$ cat config.mk
export PLATFORM = sky130hd
export DESIGN_NAME = bcd_decoder_flat
export DESIGN_NICKNAME = d
export VERILOG_FILES = /design/src/rtl/bcd_decoder_if.sv /design/src/rtl/bcd_decoder.sv /design/src/flat_wrapper.sv
export SDC_FILE = /design/constraint.sdc
export NUM_CORES = 1
export LEC_CHECK = 0
export ABC_AREA = 1
export BUFFER_PORTS_ARGS = -buffer_cell sky130_fd_sc_hd__buf_2
export CORE_UTILIZATION = 50
export CTS_CLUSTER_DIAMETER = 30
export DETAILED_ROUTE_END_ITERATION = 12
export PLACE_DENSITY = 0.69
export SETUP_SLACK_MARGIN = 0.3
export SLEW_MARGIN = 20
export SYNTH_ARGS = -nofsm -noshare
export SYNTH_HDL_FRONTEND = slang
export SYNTH_SLANG_ARGS = --single-unit
$ cat constraint.sdc
create_clock -name clk -period 2.9 [get_ports clk]
set_clock_uncertainty 0.15 [all_clocks]
set_input_delay 0.87 -clock clk [delete_from_list [all_inputs] [get_ports clk]]
set_output_delay 0.87 -clock clk [all_outputs]
set_load 0.1 [all_outputs]
$ cat src/rtl/bcd_decoder_if.sv
// rtl/bcd_decoder_if.sv - digit-in / one-hot-out stream bundle for bcd_decoder (err_cnt under BCD_DEC_ERRCNT_EN)
interface bcd_decoder_if #(
    parameter int DEPTH = 4,
    parameter int ERRW  = 8
);
    localparam int LW = $clog2(DEPTH) + 1;

    logic [3:0]    in_bcd;
    logic          in_valid;
    logic          in_ready;
    logic [9:0]    out_onehot;
    logic          out_err;
    logic          out_valid;
    logic          out_ready;
    logic [LW-1:0] level;
`ifdef BCD_DEC_ERRCNT_EN
    logic [ERRW-1:0] err_cnt;

    modport slave (
        input  in_bcd, in_valid, out_ready,
        output in_ready, out_onehot, out_err, out_valid, level, err_cnt
    );
    modport master (
        output in_bcd, in_valid, out_ready,
        input  in_ready, out_onehot, out_err, out_valid, level, err_cnt
    );
`else
    modport slave (
        input  in_bcd, in_valid, out_ready,
        output in_ready, out_onehot, out_err, out_valid, level
    );
    modport master (
        output in_bcd, in_valid, out_ready,
        input  in_ready, out_onehot, out_err, out_valid, level
    );
`endif
endinterface

$ cat src/rtl/bcd_decoder.sv
// rtl/bcd_decoder.sv - BCD to one-hot decoder with output FIFO; BCD_DEC_ERRCNT_EN adds a saturating error counter
module bcd_decoder #(
    parameter int DEPTH = 4,
    parameter int ERRW  = 8
) (
    input  logic         clk,
    input  logic         rst_n,
    bcd_decoder_if.slave bus
);
    localparam int AW = $clog2(DEPTH);
    localparam int PW = AW + 1;

    logic [PW-1:0] wptr_q, wptr_d;
    logic [PW-1:0] rptr_q, rptr_d;
    logic [10:0]   mem_q [DEPTH];
    logic [10:0]   dec_word;
    logic [10:0]   head;
    logic          full;
    logic          empty;
    logic          push;
    logic          pop;

    // Pointer MSB is the wrap bit: equal low bits with differing MSBs means full.
    assign empty = (wptr_q == rptr_q);
    assign full  = (wptr_q[AW-1:0] == rptr_q[AW-1:0]) && (wptr_q[AW] != rptr_q[AW]);
    assign push  = bus.in_valid && !full;
    assign pop   = bus.out_ready && !empty;

    always_comb begin
        dec_word = 11'b0;
        if (bus.in_bcd < 4'd10) begin
            dec_word[9:0] = 10'b1 << bus.in_bcd;
        end else begin
            dec_word[10] = 1'b1;
        end
    end

    always_comb begin
        wptr_d = wptr_q;
        rptr_d = rptr_q;
        if (push) begin
            wptr_d = wptr_q + 1'b1;
        end
        if (pop) begin
            rptr_d = rptr_q + 1'b1;
        end
    end

    always_ff @(posedge clk or negedge rst_n) begin
        if (!rst_n) begin
            wptr_q <= '0;
            rptr_q <= '0;
        end else begin
            wptr_q <= wptr_d;
            rptr_q <= rptr_d;
        end
    end

    // Storage is left unreset; the empty gating below masks stale contents.
    always_ff @(posedge clk) begin
        if (push) begin
            mem_q[wptr_q[AW-1:0]] <= dec_word;
        end
    end

    assign head           = mem_q[rptr_q[AW-1:0]];
    assign bus.in_ready   = !full;
    assign bus.out_valid  = !empty;
    assign bus.out_onehot = empty ? 10'b0 : head[9:0];
    assign bus.out_err    = empty ? 1'b0 : head[10];
    assign bus.level      = wptr_q - rptr_q;

`ifdef BCD_DEC_ERRCNT_EN
    logic [ERRW-1:0] err_cnt_q, err_cnt_d;

    always_comb begin
        err_cnt_d = err_cnt_q;
        if (push && dec_word[10] && (err_cnt_q != {ERRW{1'b1}})) begin
            err_cnt_d = err_cnt_q + ERRW'(1);
        end
    end

    always_ff @(posedge clk or negedge rst_n) begin
        if (!rst_n) begin
            err_cnt_q <= '0;
        end else begin
            err_cnt_q <= err_cnt_d;
        end
    end

    assign bus.err_cnt = err_cnt_q;
`endif
endmodule

$ cat src/flat_wrapper.sv
// flat-port wrapper written by rule: the top's interface ports become plain ports
module bcd_decoder_flat 
#(
    parameter int DEPTH = 4,
    parameter int ERRW  = 8
)
  (clk, rst_n, bus_in_bcd, bus_in_valid, bus_out_ready, bus_in_ready, bus_out_onehot, bus_out_err, bus_out_valid, bus_level);
  bcd_decoder_if #(.DEPTH(DEPTH), .ERRW(ERRW)) bus_i ();
  input  logic clk;
  input  logic rst_n;
  input wire logic [$bits(bus_i.in_bcd)-1:0] bus_in_bcd;
  input wire logic [$bits(bus_i.in_valid)-1:0] bus_in_valid;
  input wire logic [$bits(bus_i.out_ready)-1:0] bus_out_ready;
  output wire logic [$bits(bus_i.in_ready)-1:0] bus_in_ready;
  output wire logic [$bits(bus_i.out_onehot)-1:0] bus_out_onehot;
  output wire logic [$bits(bus_i.out_err)-1:0] bus_out_err;
  output wire logic [$bits(bus_i.out_valid)-1:0] bus_out_valid;
  output wire logic [$bits(bus_i.level)-1:0] bus_level;
  assign bus_i.in_bcd = bus_in_bcd;
  assign bus_i.in_valid = bus_in_valid;
  assign bus_i.out_ready = bus_out_ready;
  assign bus_in_ready = bus_i.in_ready;
  assign bus_out_onehot = bus_i.out_onehot;
  assign bus_out_err = bus_i.out_err;
  assign bus_out_valid = bus_i.out_valid;
  assign bus_level = bus_i.level;
  bcd_decoder #(.DEPTH(DEPTH), .ERRW(ERRW)) u_core (.clk(clk), .rst_n(rst_n), .bus(bus_i));
endmodule
==> out/results.ini, run 1 <==
[setup_path]
critical_path_peak_fanout=3
cp_slowest_stage_delay_ns=0.54
path_class=reg2out
crit_path_cell_trace=ha_4, fa_2, clkinvlp_4, buf_12
critPathLaunchType=flip-flop
crit_arrival_ns=1.74
cp.required_ns=1.88
cp_slowest_cell=fa_2
setup.worst_path.end_class=primary output

[layout]
nFillCells=340
synthToLayoutAreaGrowth_pct=31.0
final_cell_mix=nand2_1 (91), edfxtp_1 (44), inv_1 (33)
final_nets=305
multiInputGateArea_um2=891
layout.cells.most_common=nand2_1
drive_gt1_frac=0.276
seq_area_um2=1480
final_core_util=0.680
diodes=0
design_area_um2=3190

[synthesis]
synth_seq_cells=50
synth-seq-area-share=0.604
yosysTopAreaCell=edfxtp_1
synth_compound_area_frac=0.0401
syn_area_per_cell_um2=9.86
synthAdderAreaFrac=0.0442
synth_top_area_frac=0.542
synth_fp_nets=263
syn_area_um2=2440
synthMuxAreaShare=0
yosys.area_share.simple=0.219
synth.area.top_cells=edfxtp_1 (54%), nand2_1 (14%), dfrtp_1 (6.2%)
yosysWarnings=0
synth_xor_area_frac=0.00719
synth.distinct_cells=18
syn_inst=247
synth_top_family_by_area=simple AND/OR/NAND/NOR gates

[global_route]
grt_max_degree=24
grt_usage=0.216
overflow=0
grt_pass1_vias=1599
grt_antenna_before_repair=0
grt_pass1_wl_mm=8.09

[cts]
cts_tree=done
clock-sinks=50
clock_latency_ns=0.30
clk_pin_slew_ns=0.08
cts_made_buffers=5
htree_num_levels=2
hold_buffers=0
ctsLongestPathBuffers=2
root_buffer=clkbuf_8

[timing]
maxSlewHeadroom=0.643
post-route-period-util=0.952
finalHoldViolCount=0
worst_hold_slack_ns=0.233
finalSetupTns_ns=0
fmax_mhz=362
period_needed_ns=2.76
rsz0062_at_grt=true
setup_viol=0
worst_slew_pin_slew_ns=0.536
slew_viol_final=0

[floorplan]
fp.dieArea_um2=5160
die_x_um=71.8
fp.dieH_um=71.8
num_rows=25
core_region_area_um2=4690
start_util=0.519
ios=24

[route]
wl_met2_mm=2.42
highest_layer=met4
via_per_inst=4.96
vias=1705
final_antenna_net_count=0
wl_met3_um=184
detail_route.wirelength_mm=4.95
met1_length_mm=2.27
first_pass_iters=4
drtIter0Drc=113
wl_per_cell_um=14.4
drc=0

[place]
hpwl_mm=3.13
io_buffer_count=23
placed_area_um2=2970
place.gp.congestion=0.724

[status]
status=finished clean

[run]
cap_viol_max_count=0

[worst_hold_path]
worstHoldPathType=in2async

-- worst max-delay path: cells and delay by family, from the launching register on --
kind | cells | cell delay (ns)
adder cells (fa/ha/maj) | 2 | 0.72
buffers and inverters | 2 | 0.27
flip-flops | 1 | 0.46
-- layer usage --
layer | vias up | GRT usage
li1 | 858 | -
met1 | 792 | 0.282
met2 | 46 | 0.356
met3 | 9 | 0.0478
met4 | 0 | 0.0763
met5 | - | 0
-- Yosys cell counts (all sizes together) --
cell / instances
nand2: 95
edfxtp: 44
dfrtp: 6
buf: 6
fa: 1
nor2: 13
xor2: 2
clkbuf: 1
inv: 41
ha: 7
a21oi: 12
nand3: 19
-- cells by family (layout without fill, tap and decap cells) --
group / after synthesis / count (layout)
AND/OR/NAND/NOR: 127 / 127
flip-flops: 50 / 50
buffers and inverters: 48 / 91
AO/OA/AOI/OAI: 12 / 12
adder cells (fa/ha/maj): 8 / 8
XOR/XNOR: 2 / 2
-- registers in the layout (all words and copies together), names as in the netlist --
name,flops
u_core.mem_q,44
u_core.rptr_q,3
u_core.wptr_q,3
-- stage by stage --
step	std cells	setup slack, ns
global route	344	0.0769
detailed placement	324	0.204
global placement	324	0.275
floorplan	247	-0.157
CTS	342	0.146
finish	344	0.138
-- path summary, 6_finish.rpt --
| check | depth (start not counted) | slack (ns) | endpoint | from |
|---|---|---|---|---|
| max | 4 | 0.14 | bus_level[1] | u_core.rptr_q[0] |
| min | 1 | 0.23 | u_core.wptr_q[1] | rst_n |
| max reg2reg | 10 | 0.64 | u_core.mem_q[3][5] | u_core.rptr_q[1] |
| min reg2reg | 2 | 0.43 | u_core.wptr_q[2] | u_core.wptr_q[2] |
| max in group asynchronous | 1 | 2.20 | u_core.rptr_q[1] | rst_n |
| min in group clk | 2 | 0.43 | u_core.wptr_q[2] | u_core.wptr_q[2] |
-- area by class of cell --
cell class	count	share of cell area
timing repair inverter	1	0.00353
inverter	41	0.0541
tap	54	0.0212
sequential	50	0.462
clock buffer	7	0.0239
timing repair buffer	41	0.154
clock inverter	1	0.00235
multi-input combinational	149	0.279
-- what timing repair did --
item,4_1_cts,5_1_grt
endpoints found under the setup margin,16,15
cloned,1,0
buffers inserted,9,2
pin swaps,1,0
gates resized for setup,11,4
Power of run 1 is not shown: default switching activity piles up to over one toggle a cycle in this logic, so the estimate is an artifact.
==> run 2: changes to the inputs <==
--- a/config.mk
+++ b/config.mk
@@ -11,7 +11,7 @@
 export CTS_CLUSTER_DIAMETER = 30
 export DETAILED_ROUTE_END_ITERATION = 12
 export PLACE_DENSITY = 0.69
-export SETUP_SLACK_MARGIN = 0.3
+export SETUP_SLACK_MARGIN = 0.02
 export SLEW_MARGIN = 20
 export SYNTH_ARGS = -nofsm -noshare
 export SYNTH_HDL_FRONTEND = slang
==> run 2 against run 1 <==
  * Hold slack lost 0.0046 ns
  * Via count shrank 1.7%
  * Setup slack lost 0.067 ns
  * Routed wire length shrank 0.67%
  * Non-clock buffer count shrank 8
  * Highest routed layer unchanged
  * Register-to-register slack gained 0.25 ns
  * Global-route usage shrank 0.58 points
  * First-iteration DRC count shrank 8.8%
  * Maximum frequency shrank 2.4%
  * Core utilization shrank 0.69 points
==> out/results.ini, run 2 (same netlist as run 1, synthesis figures left out) <==
[setup_path]
crit_family=buffers and inverters
reg2reg_depth=7
timing.rr.start=u_core.wptr_q[0]
cp_slowest_cell=dfrtp_1
cp_slowest_stage_delay_ns=0.43
cp.required_ns=1.88
path_class=reg2out
worst-path-stages=8
critPathLaunchType=flip-flop
setup.worst_path.end_class=primary output
cp-startpoint=u_core.wptr_q[0]
worstReg2RegEnd=u_core.mem_q[3][5]
critical_path_peak_fanout=5
path_buf_inv=4
rrSetupSlack_ns=0.89
crit_arrival_ns=1.81
cp-endpoint=bus_out_onehot[4]
crit_path_cell_trace=inv_2, ha_4, nand2_2, inv_4, nand3_4, clkinv_8, a21oi_4, buf_12

[timing]
fmax_mhz=353
post-route-period-util=0.976
worst_slew_pin_slew_ns=0.554
finalHoldViolCount=0
period_needed_ns=2.83
setup_viol=0
slew_viol_final=0
fin_ws_ns=0.0709
maxSlewHeadroom=0.630

[layout]
nFillCells=339
drive_gt1_frac=0.252
synthToLayoutAreaGrowth_pct=29.7
final_nets=297
largest_reg_flops=44
final_cell_mix=nand2_1 (91), edfxtp_1 (44), inv_1 (34)
layout.cells.most_common=nand2_1
design_area_um2=3160
final_cells=336
seq_area_um2=1470
multiInputGateArea_um2=891
diodes=0

[place]
hpwl_mm=3.21
io_buffer_count=23
place.gp.congestion=0.843
post-place-cells=324
placed_area_um2=2980
post-place-ws_ns=0.248

[route]
met1_length_mm=2.37
wl_per_cell_um=14.6
detail_route.wirelength_mm=4.92
vias=1676
drtIter0Drc=103
wl_met3_um=180
drc=0
via_per_inst=4.99
highest_layer=met4
first_pass_iters=4
wl_met2_mm=2.28
final_antenna_net_count=0

[cts]
root_buffer=clkbuf_8
cts_tree=done
clock-sinks=50
htree_num_levels=2
ctsLongestPathBuffers=2
cts_made_buffers=5
clk_pin_slew_ns=0.10
clock_latency_ns=0.31
hold_buffers=0

[floorplan]
num_rows=25
start_util=0.519
fp.dieH_um=71.8
fp.dieArea_um2=5160
ios=24
core_region_area_um2=4690
die_x_um=71.8

[status]
status=finished clean

[worst_hold_path]
worstHoldPathType=in2async

[global_route]
grt_antenna_before_repair=0
grt_pass1_vias=1558
grt_max_degree=24
grt_usage=0.210
grt_pass1_wl_mm=7.77
overflow=0

[run]
cap_viol_max_count=0

==> run 2: how the worst min path moves through the flow <==
stage                             to  slack (ns)  cells after the start
floorplan           u_core.wptr_q[0]        0.35                      2
global placement    u_core.wptr_q[0]        0.36                      2
detailed placement  u_core.wptr_q[0]        0.38                      2
CTS                 u_core.rptr_q[2]        0.23                      1
global route        u_core.rptr_q[2]        0.23                      1
finish              u_core.wptr_q[2]        0.23                      1
==> run 2: per-layer routing <==
metal	up-vias	track usage
li1	843	-
met1	791	0.293
met2	34	0.328
met3	8	0.0422
met4	0	0.0763
met5	-	0
==> run 2: layout make-up <==
| class | count | share of cell area |
|---|---|---|
| Sequential cell | 50 | 0.466 |
| Inverter | 41 | 0.0535 |
| Clock inverter | 3 | 0.0139 |
| Timing Repair Buffer | 33 | 0.136 |
| Timing Repair inverter | 1 | 0.00515 |
| Tap cell | 54 | 0.0214 |
| Clock buffer | 5 | 0.0218 |
| Multi-Input combinational cell | 149 | 0.282 |
==> run 2: through the flow <==
stage | util | hold WS (ns) | TNS, ns
floorplan | - | 0.347 | -1.57
global placement | 0.635 | 0.365 | 0
detailed placement | 0.635 | 0.378 | 0
CTS | 0.665 | 0.228 | 0
global route | 0.673 | 0.226 | -0.00101
finish | 0.673 | 0.228 | 0
==> run 2: timing repair <==
| item | in CTS | in global routing |
|---|---|---|
| resized for setup | 4 | 6 |
| gates cloned | 1 | 0 |
| buffers inserted | 1 | 2 |
| endpoints found under the setup margin | 12 | 13 |
| pin swaps | 1 | 0 |
Power of run 2 is left out for the same reason.
==> run 3: changes to the inputs <==
==> constraint.sdc (replaced) <==
create_clock -name clk -period 2.9 [get_ports clk]
set_clock_uncertainty 0.15 [all_clocks]
set_input_delay 0.29 -clock clk [delete_from_list [all_inputs] [get_ports clk]]
set_output_delay 0.29 -clock clk [all_outputs]
set_load 0.1 [all_outputs]
==> run 3 against run 2 <==
  * Die area did not move
  * Highest routed layer unchanged
  * Largest cell class unchanged
  * Final area down 8.0%
  * Core utilization decreased by 5.4 points
  * Setup slack improved by 0.32 ns
==> out/results.ini, run 3 (same netlist as run 1, synthesis figures left out) <==
[layout]
nFillCells=380
diodes=0
largest_reg_flops=44
final_cells=332
final_cell_mix=nand2_1 (92), edfxtp_1 (44), inv_1 (37)
final_nets=294
drive_gt1_frac=0.205
layout.cells.most_common=nand2_1
synthToLayoutAreaGrowth_pct=19.3

[route]
vias=1641
first_pass_iters=4
via_per_inst=4.94
drtIter0Drc=91
final_antenna_net_count=0
wl_per_cell_um=14.4
detail_route.wirelength_mm=4.79
drc=0

[worst_hold_path]
whs_path_depth=3
worstHoldPathType=in2reg
min_to=u_core.rptr_q[2]
hold_start=bus_out_ready

[setup_path]
reg2reg_depth=7
critPathLaunchType=flip-flop
worstReg2RegEnd=u_core.mem_q[3][2]
critical_path_peak_fanout=11
crit_path_cell_trace=inv_1, ha_1, nand2_1, inv_1, nand3_4, inv_2, a21oi_2, buf_12
path_buf_inv=4
path_class=reg2out
crit_arrival_ns=2.07
cp_slowest_cell=dfrtp_1
crit_family=buffers and inverters
cp.required_ns=2.46
timing.rr.start=u_core.rptr_q[1]
crit_top_cell=inv_1
rrSetupSlack_ns=0.72
cp_slowest_stage_delay_ns=0.51
setup.worst_path.end_class=primary output

[floorplan]
start_util=0.519
fp.dieH_um=71.8
fp.dieArea_um2=5160
core_region_area_um2=4690
num_rows=25
die_x_um=71.8
ios=24

[cts]
cts_made_buffers=5
htree_num_levels=2
root_buffer=clkbuf_8
ctsLongestPathBuffers=2
clk_pin_slew_ns=0.09
cts_setup_buffers=0
clock_latency_ns=0.30
clock-sinks=50
postCtsResizedCells=0
cts_tree=done

[timing]
period_needed_ns=2.51
maxSlewHeadroom=0.632
finalHoldViolCount=0
worst_slew_pin_slew_ns=0.551
post-route-period-util=0.865
slew_viol_final=0
rsz0062_at_grt=false
setup_viol=0
finalSetupTns_ns=0
fmax_mhz=399

[global_route]
grt_usage=0.208
overflow=0
grt_pass1_vias=1573
grt_pass1_wl_mm=7.73
grt_max_degree=26
grt_antenna_before_repair=0

[place]
hpwl_mm=3.25
post-place-cells=324
place.gp.congestion=0.974
io_buffer_count=23

[run]
cap_viol_max_count=0

[status]
status=finished clean

-- run 3: cell types whose count changed in the layout (fill, tap and decap cells not counted), moves of 2 or more --
cell,before,now
a21oi_2,0,11
a21oi_4,11,0
buf_12,16,11
buf_2,7,12
buf_4,10,7
ha_1,5,7
ha_4,2,0
inv_1,34,37
-- run 3: how the worst max path moves through the flow --
| stage | from | endpoint | slack (ns) | depth (start not counted) |
|---|---|---|---|---|
| after floorplan | u_core.rptr_q[1] | bus_out_onehot[0] | 0.04 | 9 |
| after global placement | u_core.wptr_q[0] | bus_out_onehot[9] | 0.75 | 8 |
| after detailed placement | u_core.rptr_q[1] | bus_out_onehot[9] | 0.70 | 8 |
| after CTS | u_core.rptr_q[1] | bus_out_onehot[3] | 0.36 | 8 |
| after global routing | u_core.rptr_q[1] | bus_out_onehot[9] | 0.21 | 8 |
| final | u_core.rptr_q[1] | bus_out_onehot[2] | 0.39 | 8 |
-- run 3: final cells by class --
cell class / instances / area, µm² / area share
clock inverter: 2 / 33.8 / 0.0116
inverter: 41 / 154 / 0.0530
multi-input combinational: 149 / 767 / 0.264
tap: 54 / 67.6 / 0.0233
sequential: 50 / 1470 / 0.506
timing repair buffer: 31 / 343 / 0.118
clock buffer: 5 / 68.8 / 0.0237
-- run 3: stage by stage --
step	instance area (µm²)	utilization	worst slack, ns	hold WS, ns
4_1_cts	2910	0.619	0.359	0.114
3_5_place_dp	2790	0.595	0.702	-0.0197
3_3_place_gp	2790	0.595	0.752	-0.0190
6_report	2910	0.619	0.391	0.118
5_1_grt	2910	0.619	0.207	0.126
2_1_floorplan	2450	-	0.0365	-0.156
-- run 3: worst min-delay path: stages --
cell     delay (ns)
buf_2          0.12
nand3_1        0.08
nand2_1        0.05
-- run 3: repair_timing --
action | 4_1_cts | 5_1_grt
endpoints found under the setup margin | 0 | 0
hold buffers | 1 | 0
hold endpoints to repair | 6 | 0
-- run 3: layer usage --
metal | up-vias | global-route usage | part of all wire
li1 | 834 | - | -
met1 | 765 | 0.286 | 0.47
met2 | 33 | 0.320 | 0.47
met3 | 9 | 0.0436 | 0.035
met4 | 0 | 0.0959 | 0.019
met5 | - | 0 | 0
Power of run 3 is left out for the same reason.
